$ cat config.mk
export PLATFORM = sky130hd
export DESIGN_NAME = pipeline_hazard_ctrl
export DESIGN_NICKNAME = d
export VERILOG_FILES = /design/src/rtl/pipeline_hazard_ctrl.sv
export SDC_FILE = /design/constraint.sdc
export NUM_CORES = 1
export LEC_CHECK = 0
export BUFFER_PORTS_ARGS = -buffer_cell sky130_fd_sc_hd__clkbuf_2
export CAP_MARGIN = 20
export CORE_MARGIN = 5
export CORE_UTILIZATION = 37
export DETAILED_ROUTE_END_ITERATION = 16
export GPL_ROUTABILITY_DRIVEN = 0
export PLACE_DENSITY_LB_ADDON = 0.15
export SYNTH_ARGS = -nofsm -noshare
export SYNTH_HDL_FRONTEND = slang
export SYNTH_SLANG_ARGS = --single-unit
$ cat constraint.sdc
create_clock -name Clk -period 1.8 [get_ports Clk]
set_input_delay 0.09 -clock Clk [delete_from_list [all_inputs] [get_ports Clk]]
set_output_delay 0.09 -clock Clk [all_outputs]
set_load 0.05 [all_outputs]
$ cat src/rtl/pipeline_hazard_ctrl.sv
// Hazard/stall controller: memory-wait freeze with timeout, branch flush, load-use stall.
// Outputs are combinational from state and inputs; next-state and counters update on Clk.
module pipeline_hazard_ctrl #(
  parameter int TIMEOUT = 15,
  parameter int CNTW    = 16
) (
  input  logic            Clk,
  input  logic            Rst,
  input  logic            IDEX_MemRead,
  input  logic [4:0]      IDEX_Rt,
  input  logic [4:0]      IFID_Rs,
  input  logic [4:0]      IFID_Rt,
  input  logic            EXMEM_Branch,
  input  logic            EXMEM_Zero,
  input  logic            EXMEM_MemRead,
  input  logic            EXMEM_MemWrite,
  input  logic            Mem_ready,
  output logic            Mem_req,
  output logic            PCWrite,
  output logic            IFID_Write,
  output logic            IDEX_Hold,
  output logic            EXMEM_Hold,
  output logic            IFID_Flush,
  output logic            IDEX_Flush,
  output logic            EXMEM_Flush,
  output logic            Mem_timeout,
  output logic [1:0]      State,
  output logic [CNTW-1:0] Stall_count
);

  localparam logic [1:0] ST_RUN      = 2'b00;
  localparam logic [1:0] ST_MEM_WAIT = 2'b01;
  localparam logic [1:0] ST_ERROR    = 2'b10;

  localparam int WCW = $clog2(TIMEOUT + 1);

  logic [1:0]      state_q, state_d;
  logic [WCW-1:0]  wait_cnt_q, wait_cnt_d;
  logic [CNTW-1:0] stall_cnt_q, stall_cnt_d;
  logic            timeout_q, timeout_d;
  logic            branch_pend_q, branch_pend_d;

  logic mem_access;
  logic branch_taken;
  logic load_use;
  logic freeze;
  logic in_error;

  logic mem_req;
  logic pc_write;
  logic ifid_write;
  logic idex_hold;
  logic exmem_hold;
  logic ifid_flush;
  logic idex_flush;
  logic exmem_flush;

  assign mem_access   = EXMEM_MemRead | EXMEM_MemWrite;
  assign branch_taken = EXMEM_Branch & EXMEM_Zero;
  // R0 is hardwired zero, so a load targeting it can never feed a consumer.
  assign load_use     = IDEX_MemRead && (IDEX_Rt != 5'd0) &&
                        ((IDEX_Rt == IFID_Rs) || (IDEX_Rt == IFID_Rt));

  // State transitions and the memory-wait counter.
  always_comb begin
    state_d    = state_q;
    wait_cnt_d = wait_cnt_q;
    timeout_d  = timeout_q;
    freeze     = 1'b0;
    in_error   = 1'b0;
    mem_req    = 1'b0;
    case (state_q)
      ST_RUN: begin
        mem_req = mem_access;
        if (mem_access && !Mem_ready) begin
          freeze     = 1'b1;
          state_d    = ST_MEM_WAIT;
          wait_cnt_d = WCW'(1);
        end
      end
      ST_MEM_WAIT: begin
        mem_req = mem_access;
        if (!Mem_ready) begin
          freeze = 1'b1;
          if (wait_cnt_q == WCW'(TIMEOUT)) begin
            state_d   = ST_ERROR;
            timeout_d = 1'b1;
          end else begin
            wait_cnt_d = wait_cnt_q + WCW'(1);
          end
        end else begin
          state_d    = ST_RUN;
          wait_cnt_d = '0;
        end
      end
      ST_ERROR: begin
        in_error = 1'b1;
      end
      default: begin
        state_d    = ST_RUN;
        wait_cnt_d = '0;
      end
    endcase
  end

  // Pipeline control with priority freeze > branch > load-use.
  always_comb begin
    pc_write      = 1'b1;
    ifid_write    = 1'b1;
    idex_hold     = 1'b0;
    exmem_hold    = 1'b0;
    ifid_flush    = 1'b0;
    idex_flush    = 1'b0;
    exmem_flush   = 1'b0;
    branch_pend_d = 1'b0;
    if (freeze || in_error) begin
      pc_write      = 1'b0;
      ifid_write    = 1'b0;
      idex_hold     = 1'b1;
      exmem_hold    = 1'b1;
      // A branch seen while EX/MEM is held is remembered and resolved on release.
      branch_pend_d = branch_pend_q | (freeze & branch_taken);
    end else if (branch_taken || branch_pend_q) begin
      ifid_flush  = 1'b1;
      idex_flush  = 1'b1;
      exmem_flush = 1'b1;
    end else if (load_use) begin
      pc_write   = 1'b0;
      ifid_write = 1'b0;
      idex_flush = 1'b1;
    end
  end

  always_comb begin
    stall_cnt_d = stall_cnt_q;
    if (!pc_write && !(&stall_cnt_q)) begin
      stall_cnt_d = stall_cnt_q + CNTW'(1);
    end
  end

  always_ff @(posedge Clk or negedge Rst) begin
    if (!Rst) begin
      state_q       <= ST_RUN;
      wait_cnt_q    <= '0;
      stall_cnt_q   <= '0;
      timeout_q     <= 1'b0;
      branch_pend_q <= 1'b0;
    end else begin
      state_q       <= state_d;
      wait_cnt_q    <= wait_cnt_d;
      stall_cnt_q   <= stall_cnt_d;
      timeout_q     <= timeout_d;
      branch_pend_q <= branch_pend_d;
    end
  end

  // Everything is quiesced while reset is held, including the PC enable.
  assign Mem_req     = Rst & mem_req;
  assign PCWrite     = Rst & pc_write;
  assign IFID_Write  = Rst & ifid_write;
  assign IDEX_Hold   = Rst & idex_hold;
  assign EXMEM_Hold  = Rst & exmem_hold;
  assign IFID_Flush  = Rst & ifid_flush;
  assign IDEX_Flush  = Rst & idex_flush;
  assign EXMEM_Flush = Rst & exmem_flush;
  assign Mem_timeout = timeout_q;
  assign State       = state_q;
  assign Stall_count = stall_cnt_q;

endmodule

# After elaboration in Yosys (flattened, before gate mapping)
# Cells that the tools add are included.
# totals
reg_bits,24
out_inout_bits,27
elab_cells,66
# op_classes
add_sub_neg,2
n_eq_ne,8
mux,23
bitwise_logic,11
reduce_logical,17
# ops
operator,n
"16-bit by 1-bit adder with 16-bit output, second input constant",1
16-bit AND reduction,1
1-bit 2-to-1 mux,14
4-bit 2-to-1 mux,3
4-bit one-hot mux with 3 select lines,1
5-bit equality test,2
3-bit AND reduction,3
1-bit bitwise AND,7
2-bit 2-to-1 mux,3
"3-bit != test, second input constant",2
2-bit one-hot mux with 3 select lines,1
5-bit nonzero test,1
"4-bit by 1-bit adder with 4-bit output, second input constant",1
"4-bit equality test, second input constant",1
1-bit logical AND,4
1-bit zero test,3
1-bit logical OR,3
"2-bit by 1-bit equality test with 1-bit output, second input constant",1
"2-bit equality test, second input constant",1
2-bit zero test,1
"2-bit != test, second input constant",1
1-bit NOT,2
1-bit OR,2
1-bit one-hot mux with 2 select lines,1
2-bit OR reduction,1

# Longest topological paths before layout
# Gate-level depths: netlist (run 1).
# depth
word_depth,8
depth_mapped,8
ltp_nobuf,7

# Least setup slack after synthesis (run 1)
# No wires, ideal clock.
# synth_path
kind,reg2out
from,reg state_q[1] (netlist: State[1])
to,out IFID_Flush
arrival_ns,2.215
setup_slack_ns,-0.505
stages_incl_launch_ff,7
cell_sequence,dfrtp_1 -> nor2_1 -> nand2b_1 -> and2_1 -> nand2_1 -> nor2_1 -> buf_4
# synth_between
elab_chain_len,5
word_cells_on_any_way,8
classes_between,eq/ne (2); mux (3); bitwise (1); reduce/logical (2)
# synth_lines
item,line,rtl
"start, declared",37,"logic [1:0] state_q, state_d;"
"start signal, assigned",149,state_q <= state_d;
2-bit by 1-bit equality test with 1-bit output (tied with other cells),72,case (state_q)
1-bit one-hot mux with 2 select lines or 1-bit 2-to-1 mux (tied branches),72,
1-bit logical OR (*),116,if (freeze || in_error) begin
1-bit 2-to-1 mux (*),n/a,
1-bit bitwise AND (*),n/a,
"end, declared",23,"output logic IFID_Flush,"
# Mark *: on every way between the ends. The rest lies on a longest branch, timed or not.

# Worst setup path in the final report (run 1)
# layout_path
from,reg stall_cnt_q[15] (netlist: Stall_count[15])
to,reg stall_cnt_q[2] (netlist: Stall_count[2])
# layout_between
elab_chain_len,3
# layout_lines
item,line,rtl
"start, declared",39,"logic [CNTW-1:0] stall_cnt_q, stall_cnt_d;"
"start signal, assigned",151,stall_cnt_q <= stall_cnt_d;
16-bit AND reduction,136,if (!pc_write && !(&stall_cnt_q)) begin
1-bit zero test,136,
1-bit logical AND,136,
# Every way passes these cells.
# A chain may end at the register's enable or synchronous reset.

==> results of run 1 <==
-- registers in the layout, indices dropped and copies added (netlist names) --
register / flops
Mem_timeout: 1
wait_cnt_q: 4
branch_pend_q: 1
State: 2
Stall_count: 16
-- per-stage QoR --
stage / worst slack, ns / TNS (ns) / instances
2_1_floorplan: -0.0477 / -0.300 / 145
3_3_place_gp: -0.103 / -0.401 / 269
3_5_place_dp: -0.207 / -1.05 / 269
5_1_grt: -0.0635 / -0.158 / 279
4_1_cts: 0.000746 / 0 / 276
6_report: 0.0254 / 0 / 279
-- per-layer routing --
layer	vias up	part of all wire, %	routed length (um)
li1	682	-	-
met1	656	42	1590
met2	35	51	1940
met3	5	5.7	217
met4	0	1.3	49
met5	-	0	0
-- power by group through the flow --
stage / sequential, mW / combinational [mW] / clock (mW)
finish: 0.700 / 0.971 / 0.380
global route: 0.708 / 1.06 / 0.415
CTS: 0.699 / 0.946 / 0.395
detailed placement: 0.710 / 0.893 / 0
global placement: 0.705 / 0.868 / 0
floorplan: 1.01 / 0.277 / 0
-- cell usage in the layout, fill, tap and decap left out, types with 2 or more instances in the layout --
cell,count
clkbuf_2,42
buf_4,35
dfrtp_2,16
xnor2_1,13
xor2_1,11
nand2_1,10
nor2_1,9
dfrtp_1,8
clkbuf_8,7
a21oi_1,6
nand3_1,6
nand4_1,6
and3_1,4
o21ai_0,3
o31ai_4,3
nor3_2,2
nor2_2,2
nand2b_1,2
nor2_4,2
o21ai_2,2
inv_1,2
o22ai_1,2
nand4_2,2
buf_8,2
clkbuf_4,2
buf_6,2
-- worst register-to-register path: stages (launching register included) --
cell and delay (ns):
dfrtp_2 0.37, and4_4 0.25, nand2_4 0.06, buf_4 0.15, o31ai_4 0.27, o31ai_4 0.11, buf_6 0.15, buf_6 0.12
nand2_1 0.10, xnor2_2 0.12
-- kinds of logic after synthesis --
logic type,Yosys count
simple gates,61
xor+xnor,25
mux,2
flops,24
fa+ha+maj,2
compound gates,24
buf+inv,7
-- final timing paths --
kind	start	end	slack [ns]
max	Stall_count[15]	Stall_count[2]	0.03
min	Mem_ready	State[0]	0.11
max reg2reg	Stall_count[15]	Stall_count[2]	0.03
min reg2reg	Mem_timeout	Mem_timeout	0.48
max in group asynchronous	Rst	Stall_count[7]	1.19
min in group asynchronous	Rst	State[1]	0.16
-- cell type report --
| class | instances | area, um^2 | share of cell area (%) |
|---|---|---|---|
| tap | 48 | 60.1 | 2.69 |
| clock buffer | 4 | 55.1 | 2.47 |
| timing repair buffer | 87 | 592 | 26.5 |
| multi-input combinational | 114 | 896 | 40.2 |
| inverter | 2 | 7.51 | 0.337 |
| sequential | 24 | 621 | 27.8 |
-- repair_timing --
| item | 4_1_cts | 5_1_grt |
|---|---|---|
| setup buffers | 3 | 3 |
| hold buffers | 1 | 0 |
| endpoints found under the hold margin | 24 | 0 |
| pin swaps | 3 | 9 |
| gates resized for setup | 15 | 15 |
| setup endpoints to repair | 17 | 18 |
==> run summary, run 1 <==
## Worst hold path
* **worst hold path class** input port to register
* **number of cells on the worst hold path** 4

## Setup path
* **number of cells traversed by the worst register-to-register path** 9
* **standard cell with the maximum stage delay on the critical path** dfrtp_2
* **start-to-end type of the worst setup path** register to register
* **cell-by-cell trace of the critical path** and4_4 -> nand2_4 -> buf_4 -> o31ai_4 -> o31ai_4 -> buf_6 -> buf_6 -> nand2_1 -> xnor2_2
* **kind of start point of the critical path** register
* **number of buffer and inverter stages on the critical path** 3
* **Arr. time, crit path** 1.97 ns
* **data required time at the worst endpoint** 2.00 ns
* **worst stage delay on the critical path** 0.37 ns
* **critical path endpoint category** register
* **family of cells with the greatest summed delay on the critical path** buffers and inverters
* **critical path depth in cells** 9
* **critical path fanouts, max** 7

## Power
* **PnR Total Power** 2.05 mW
* **net switching share of the total power** 40.9%
* **static leakage** 1.05 nW
* **Seq pwr share** 34.1%
* **combinational share of power** 47.4%
* **total net switching power** 0.839 mW
* **relative contribution of the clock network to total power** 18.5%
* **Power per Cell Area** 919 nW/um^2
* **cell-internal power** 1.21 mW
* **maximum vdd ir drop** 989 uV

## Floorplanning
* **area of the die** 5180 um^2
* **Initial Utilization** 38.5%
* **floorplan die height** 72.0 um
* **core box area** 3690 um^2
* **Die Wd** 72.0 um
* **count of pins on the block boundary** 50
* **number of core rows** 22

## Global route
* **global routing met1 resource utilization** 18.9%
* **global-route wire length before repair** 6190 um
* **via count of the first global-routing pass** 1398
* **number of antenna violations at the first check in global routing** 0
* **GR Layer Usage met2** 25.3%
* **remaining global-route overflow** 0
* **All-Layer GR Usage** 14.8%
* **GRT met3 Usage** 3.05%
* **gr busiest metal** met2
* **pin count of the biggest net entering global routing** 17

## Timing
* **number of failing hold endpoints at the final stage** 0
* **worst-case headroom to the max-slew limit** 65.4%
* **Achievable Freq** 0.563 GHz
* **Worst Skew** 0.00325 ns
* **tightest hold margin** 0.114 ns
* **max-slew violation count** 0
* **ratio of final minimum period to clock period** 98.6%
* **transition at the pin with the smallest max-transition slack** 0.514 ns
* **unrepaired setup endpoints after global routing** yes
* **clock period minus final worst setup slack** 1.77 ns
* **Setup-failing EPs final** 0

## CTS
* **cell at the root of the clock tree** clkbuf_8
* **clk sink count** 24
* **CTS tree** done
* **TritonCTS buffer count** 3
* **clock network latency to the later pin of the worst-skew pair** 0.27 ns
* **clock-pin slew reported for the worst setup and hold paths after clock tree synthesis** 0.09 ns
* **Max clock buf depth** 2
* **maximum level of the CTS H-tree** 1

## Synth
* **most numerous cell types in the synthesized netlist** 24 x dfrtp_1, 14 x xnor2_1, 13 x nor2_1
* **compound-cell area share of the yosys netlist** 11.7%
* **adder and majority gate portion of the synthesized area** 1.76%
* **number of instances in the synthesized netlist** 145
* **area share of the leading cell type in the synthesized netlist** 42.3%
* **syn avg cell area** 9.80 um^2
* **share of synthesized registers carrying an async set or reset** 100%
* **simple-gate share of the synthesized area** 24.2%
* **count leader, synth** dfrtp_1
* **biggest area contributors in the synthesized netlist** dfrtp_1 42%, xnor2_1 8.6%, xor2_1 6.8%, nor2_1 3.4%, nand2_1 3.2%
* **Primary FF master, synth** dfrtp_1
* **synthesized netlist net count** 170
* **Distinct cells, synth** 39
* **netlist area before placement** 1420 um^2
* **top cell type by total area after synthesis** dfrtp_1
* **number of synthesized flops with an enable pin** 0
* **main combinational cell family by area after synthesis** simple AND/OR/NAND/NOR gates
* **number of warning messages in the yosys log** 0
* **Yosys reg bits** 24
* **multiplexer fraction of the synthesized cell area** 1.50%
* **synthesized-area fraction occupied by xor and xnor cells** 15.4%
* **share of synthesized area occupied by flip-flops and latches** 42.3%

## Detailed routing
* **Routed Antenna Nets** 0
* **Pre-antenna DRT Iters** 4
* **DRC marker count from the first detailed-route iteration** 57
* **drt total wl** 3790 um
* **average wire per standard cell** 13.6 um
* **total via count after detailed routing** 1378
* **DR vias/cell** 4.94
* **Post-route DRC** 0

## Final layout
* **ratio of cells with drive above 1 in the final layout** 58.9%
* **number of inserted diodes** 0
* **layout-stage area growth over the synthesis result** 57.0%
* **fin nets** 257
* **filler cell count** 329
* **post-route core utilization** 60.5%
* **final instance area** 2230 um^2

## Flow run
* **max_cap viols** 0

## Place
* **half-perimeter wire length after placement** 2960 um
* **number of port buffers** 49
* **post-placement cell area** 2010 um^2

## Run status
* **status** finished, final reports clean

Power figures use the tool's default switching activity.
==> inputs of run 2 (changes only) <==
CELL_PAD_IN_SITES_DETAIL_PLACEMENT = 0   (was unset)
CELL_PAD_IN_SITES_GLOBAL_PLACEMENT = 1   (was unset)
CORE_UTILIZATION = 33   (was 37)
==> run summary, run 2 (synthesis results as in run 1) <==
## Worst hold path
* **worst hold path class** input port to register

## Floorplanning
* **count of pins on the block boundary** 50
* **number of core rows** 23
* **Die Wd** 75.6 um
* **Initial Utilization** 34.8%
* **floorplan die height** 75.6 um
* **area of the die** 5720 um^2
* **core box area** 4090 um^2

## Detailed routing
* **average wire per standard cell** 13.8 um
* **Pre-antenna DRT Iters** 4
* **total via count after detailed routing** 1373
* **DRC marker count from the first detailed-route iteration** 55
* **Post-route DRC** 0
* **DR vias/cell** 4.96
* **Routed Antenna Nets** 0
* **drt total wl** 3810 um

## Setup path
* **Arr. time, crit path** 1.64 ns
* **start-to-end type of the worst setup path** register to output pin
* **critical path endpoint category** output pin
* **kind of start point of the critical path** register
* **data required time at the worst endpoint** 1.71 ns
* **critical path fanouts, max** 4

## Timing
* **worst-case headroom to the max-slew limit** 68.6%
* **number of failing hold endpoints at the final stage** 0
* **clock period minus final worst setup slack** 1.73 ns
* **transition at the pin with the smallest max-transition slack** 0.467 ns
* **Worst Skew** 0.00469 ns
* **ratio of final minimum period to clock period** 96.4%
* **max-slew violation count** 0
* **Setup-failing EPs final** 0
* **Achievable Freq** 0.576 GHz
* **unrepaired setup endpoints after global routing** yes

## Global route
* **GRT met3 Usage** 3.83%
* **via count of the first global-routing pass** 1417
* **number of antenna violations at the first check in global routing** 0
* **pin count of the biggest net entering global routing** 19
* **gr busiest metal** met2
* **GR Layer Usage met2** 25.2%
* **All-Layer GR Usage** 14.2%
* **global routing met1 resource utilization** 17.4%
* **remaining global-route overflow** 0
* **global-route wire length before repair** 6280 um

## Place
* **post-placement cell area** 2010 um^2
* **number of port buffers** 49
* **half-perimeter wire length after placement** 3130 um

## Final layout
* **number of inserted diodes** 0
* **layout-stage area growth over the synthesis result** 52.5%
* **fin nets** 253
* **combined area of the multi-input logic cells** 875 um^2
* **flip-flop and latch area** 621 um^2
* **highest-count cells in the layout ignoring fill and taps** 42 x clkbuf_2, 33 x buf_4, 16 x dfrtp_2
* **final instance area** 2170 um^2
* **post-route core utilization** 53.0%
* **ratio of cells with drive above 1 in the final layout** 56.4%
* **max reg flops** 16
* **commonest non-fill, non-tap cell in the layout** clkbuf_2
* **filler cell count** 383

## CTS
* **maximum level of the CTS H-tree** 1
* **clock network latency to the later pin of the worst-skew pair** 0.27 ns
* **clock-pin slew reported for the worst setup and hold paths after clock tree synthesis** 0.09 ns
* **Max clock buf depth** 2
* **cell at the root of the clock tree** clkbuf_8
* **CTS tree** done
* **TritonCTS buffer count** 3
* **clk sink count** 24

## Power
* **net switching share of the total power** 41.1%
* **total net switching power** 0.821 mW
* **maximum vdd ir drop** 1060 uV
* **cell-internal power** 1.18 mW
* **static leakage** 0.998 nW
* **combinational share of power** 46.1%
* **relative contribution of the clock network to total power** 18.7%
* **Seq pwr share** 35.2%
* **PnR Total Power** 2.00 mW
* **Power per Cell Area** 922 nW/um^2

## Run status
* **status** finished, final reports clean

## Flow run
* **max_cap viols** 0

-- run 2: cell count changes in the layout (fill, tap and decap cells not counted) --
| cell | before | now |
|---|---|---|
| clkbuf_8 | 7 | 8 |
| nand2_4 | 1 | 0 |
| and4_4 | 1 | 0 |
| buf_8 | 2 | 0 |
| a21oi_1 | 6 | 7 |
| xnor2_1 | 13 | 14 |
| nand2_1 | 10 | 11 |
| buf_6 | 2 | 1 |
| buf_4 | 35 | 33 |
| xnor2_2 | 1 | 0 |
| clkbuf_4 | 2 | 1 |
| buf_2 | 0 | 1 |
| a21oi_2 | 1 | 0 |
| and4_1 | 0 | 1 |
-- run 2: worst max-delay path, cell delays in order (launching register included) --
cell      delay [ns]
dfrtp_1         0.39
a21oi_1         0.16
buf_4           0.16
buf_4           0.14
o211ai_1        0.13
nor2_2          0.18
nor2_4          0.05
clkbuf_8        0.17
-- run 2: area by class of cell --
| cell class | instances | area share [%] |
|---|---|---|
| Multi-Input combinational cell | 114 | 40.4 |
| Clock buffer | 4 | 2.54 |
| Inverter | 2 | 0.346 |
| Timing Repair Buffer | 83 | 25.2 |
| Tap cell | 50 | 2.89 |
| Sequential cell | 24 | 28.6 |
-- run 2: metal layers --
layer  up-vias  routed length [um]
li1        676                   -
met1       662                1570
met2        33                2030
met3         2                 192
met4         0                  19
met5         -                   0
-- run 2: repair_timing --
action | CTS | global route
endpoints found under the hold margin | 6 | 0
setup buffers | 2 | 0
gates resized for setup | 14 | 9
pin swaps | 6 | 3
hold buffers | 1 | 0
cloned | 0 | 0
endpoints found under the setup margin | 12 | 19
-- run 2: power groups by stage --
stage / logic [mW] / registers (mW) / clock network (mW)
6_report: 0.921 / 0.703 / 0.374
5_1_grt: 0.994 / 0.712 / 0.410
4_1_cts: 0.926 / 0.704 / 0.390
3_5_place_dp: 0.889 / 0.714 / 0
3_3_place_gp: 0.871 / 0.704 / 0
2_1_floorplan: 0.277 / 1.01 / 0
-- run 2: final timing paths --
| kind | from | endpoint | slack (ns) | cells after the start |
|---|---|---|---|---|
| min in group asynchronous | Rst | Mem_timeout | 0.20 | 2 |
| max in group asynchronous | Rst | Stall_count[7] | 1.05 | 3 |
| worst max-delay path | branch_pend_q | PCWrite | 0.07 | 7 |
| worst max register to register | Stall_count[0] | Stall_count[3] | 0.10 | 8 |
| worst min register to register | Mem_timeout | Mem_timeout | 0.48 | 1 |
| worst min-delay path | Mem_ready | State[0] | 0.11 | 4 |
-- run 2: through the flow --
step | setup TNS [ns] | std cells | setup slack, ns | hold slack [ns]
after floorplan | -0.300 | 145 | -0.0477 | -0.206
after global placement | -0.0510 | 271 | -0.0271 | -0.0398
after detailed placement | -0.202 | 271 | -0.0646 | -0.0391
after CTS | 0 | 277 | 0.00549 | 0.0995
final | 0 | 277 | 0.0652 | 0.110
after global routing | -0.0138 | 277 | -0.00714 | 0.117
==> inputs of run 3 (changes only) <==
--- a/config.mk
+++ b/config.mk
@@ -11,2 +11,3 @@
 export CELL_PAD_IN_SITES_GLOBAL_PLACEMENT = 1
+export CORE_ASPECT_RATIO = 0.8
 export CORE_MARGIN = 5
==> constraint.sdc (replaced) <==
create_clock -name Clk -period 1.8 [get_ports Clk]
set_input_delay 0.18 -clock Clk [delete_from_list [all_inputs] [get_ports Clk]]
set_output_delay 0.18 -clock Clk [all_outputs]
set_load 0.05 [all_outputs]
==> run summary, run 3 (synthesis results as in run 1) <==
## Power
* **PnR Total Power** 2.18 mW
* **maximum vdd ir drop** 528 uV
* **Power per Cell Area** 923 nW/um^2
* **static leakage** 1.08 nW

## Worst hold path
* **startpoint of the tightest hold check path** Mem_ready
* **number of cells on the worst hold path** 3
* **worst hold path class** input port to register
* **endpoint of the worst hold path** wait_cnt_q[0]

## Timing
* **Setup-failing EPs final** 6
* **summed negative setup slack over all endpoints** -0.201 ns
* **number of failing hold endpoints at the final stage** 0
* **max-slew violation count** 0
* **ratio of final minimum period to clock period** 103%
* **clock period minus final worst setup slack** 1.85 ns
* **transition at the pin with the smallest max-transition slack** 0.508 ns
* **unrepaired setup endpoints after global routing** yes
* **final worst setup slack** -0.0529 ns
* **Worst Skew** 0.00763 ns
* **worst-case headroom to the max-slew limit** 65.8%
* **tightest hold margin** 0.339 ns
* **Achievable Freq** 0.540 GHz

## Final layout
* **highest-count cells in the layout ignoring fill and taps** 42 x clkbuf_2, 41 x buf_4, 16 x dfrtp_2
* **flip-flop and latch area** 621 um^2
* **number of non-filler instances in the completed layout** 293
* **combined area of the multi-input logic cells** 967 um^2
* **number of inserted diodes** 0
* **filler cell count** 369
* **fin nets** 262
* **layout-stage area growth over the synthesis result** 66.0%
* **commonest non-fill, non-tap cell in the layout** clkbuf_2
* **max reg flops** 16
* **ratio of cells with drive above 1 in the final layout** 61.9%

## Setup path
* **number of buffer and inverter stages on the critical path** 1
* **capture instance of the worst register-to-register path** Stall_count[1]
* **kind of start point of the critical path** register
* **Arr. time, crit path** 2.02 ns
* **number of cells traversed by the worst register-to-register path** 7
* **cell-by-cell trace of the critical path** ha_4 -> nand3_2 -> or2_4 -> buf_6 -> o31ai_4 -> o31ai_4 -> mux2_4
* **startpoint of the worst register-to-register path** Stall_count[1]
* **data required time at the worst endpoint** 1.96 ns
* **worst stage delay on the critical path** 0.40 ns
* **most used cell, CP** o31ai_4
* **critical path depth in cells** 7
* **standard cell with the maximum stage delay on the critical path** dfrtp_2
* **start-to-end type of the worst setup path** register to register
* **critical path endpoint category** register
* **flop-to-flop setup slack** -0.05 ns
* **family of cells with the greatest summed delay on the critical path** compound AO/OA/AOI/OAI gates
* **critical path fanouts, max** 6

## Floorplanning
* **count of pins on the block boundary** 50
* **Die Wd** 83.4 um
* **core box area** 4180 um^2
* **number of core rows** 21
* **floorplan die height** 68.7 um
* **area of the die** 5730 um^2
* **Initial Utilization** 34.0%

## CTS
* **clock-pin slew reported for the worst setup and hold paths after clock tree synthesis** 0.09 ns
* **TritonCTS buffer count** 3
* **Max clock buf depth** 2
* **maximum level of the CTS H-tree** 1
* **clk sink count** 24
* **CTS tree** done
* **cell at the root of the clock tree** clkbuf_8
* **clock network latency to the later pin of the worst-skew pair** 0.27 ns

## Place
* **Setup WS pre-CTS** -0.392 ns
* **number of port buffers** 49
* **number of instances in the placed design** 277
* **half-perimeter wire length after placement** 2990 um

## Global route
* **All-Layer GR Usage** 14.4%
* **via count of the first global-routing pass** 1373
* **global-route wire length before repair** 6440 um
* **pin count of the biggest net entering global routing** 17
* **number of antenna violations at the first check in global routing** 0
* **remaining global-route overflow** 0

## Detailed routing
* **total via count after detailed routing** 1410
* **DR vias/cell** 4.81
* **Post-route DRC** 0
* **average wire per standard cell** 13.8 um
* **Routed Antenna Nets** 0
* **DRC marker count from the first detailed-route iteration** 19
* **drt total wl** 4060 um
* **Pre-antenna DRT Iters** 5

## Flow run
* **max_cap viols** 0

## Run status
* **status** finished with violations
* **violations in the final reports** negative setup slack

-- run 3: how the worst max path moves through the flow --
| stage | from | endpoint | slack (ns) |
|---|---|---|---|
| final | Stall_count[1] | Stall_count[1] | -0.05 |
| after global routing | Stall_count[1] | Stall_count[5] | -0.12 |
| after CTS | Stall_count[1] | Stall_count[1] | -0.05 |
| after detailed placement | Stall_count[1] | Stall_count[9] | -0.39 |
| after global placement | IDEX_Rt[3] | Stall_count[1] | -0.33 |
| after floorplan | Stall_count[7] | Stall_count[9] | -0.05 |
-- run 3: layout make-up --
class / instances / area share (%)
Sequential cell: 24 / 26.3
Inverter: 2 / 0.318
Timing Repair Buffer: 91 / 26.4
Tap cell: 57 / 3.02
Clock inverter: 1 / 1.27
Multi-Input combinational cell: 115 / 41.0
Clock buffer: 3 / 1.75
-- run 3: routing by layer --
metal | global-route usage [%] | part of all wire, %
met2 | 27.6 | 54
met4 | 4.29 | 1.1
met3 | 3.92 | 4.3
met5 | 0 | 0
met1 | 15.9 | 41
-- run 3: report_power, final --
| part | leakage (nW) | total [mW] | switching (mW) | internal [mW] |
|---|---|---|---|---|
| Combinational | 0.752 | 1.00 | 0.607 | 0.397 |
| Clock | 0.0357 | 0.472 | 0.174 | 0.298 |
| Sequential | 0.296 | 0.701 | 0.0674 | 0.634 |
-- run 3: per-stage QoR --
stage | area [um^2] | util (%)
global placement | 2030 | 48.5
finish | 2360 | 56.5
CTS | 2270 | 54.3
detailed placement | 2030 | 48.5
global route | 2360 | 56.5
floorplan | 1520 | -
-- run 3: timing repair --
action | CTS | global route
setup buffers | 7 | 3
hold buffers | 1 | 0
cloned | 1 | 0
endpoints found under the setup margin | 18 | 23
hold endpoints to repair | 8 | 0
pin swaps | 5 | 15
resized for setup | 22 | 17
-- run 3: worst min-delay path, cell delays in order --
cell	delay, ns
clkbuf_2	0.12
or2_2	0.16
o22ai_1	0.09
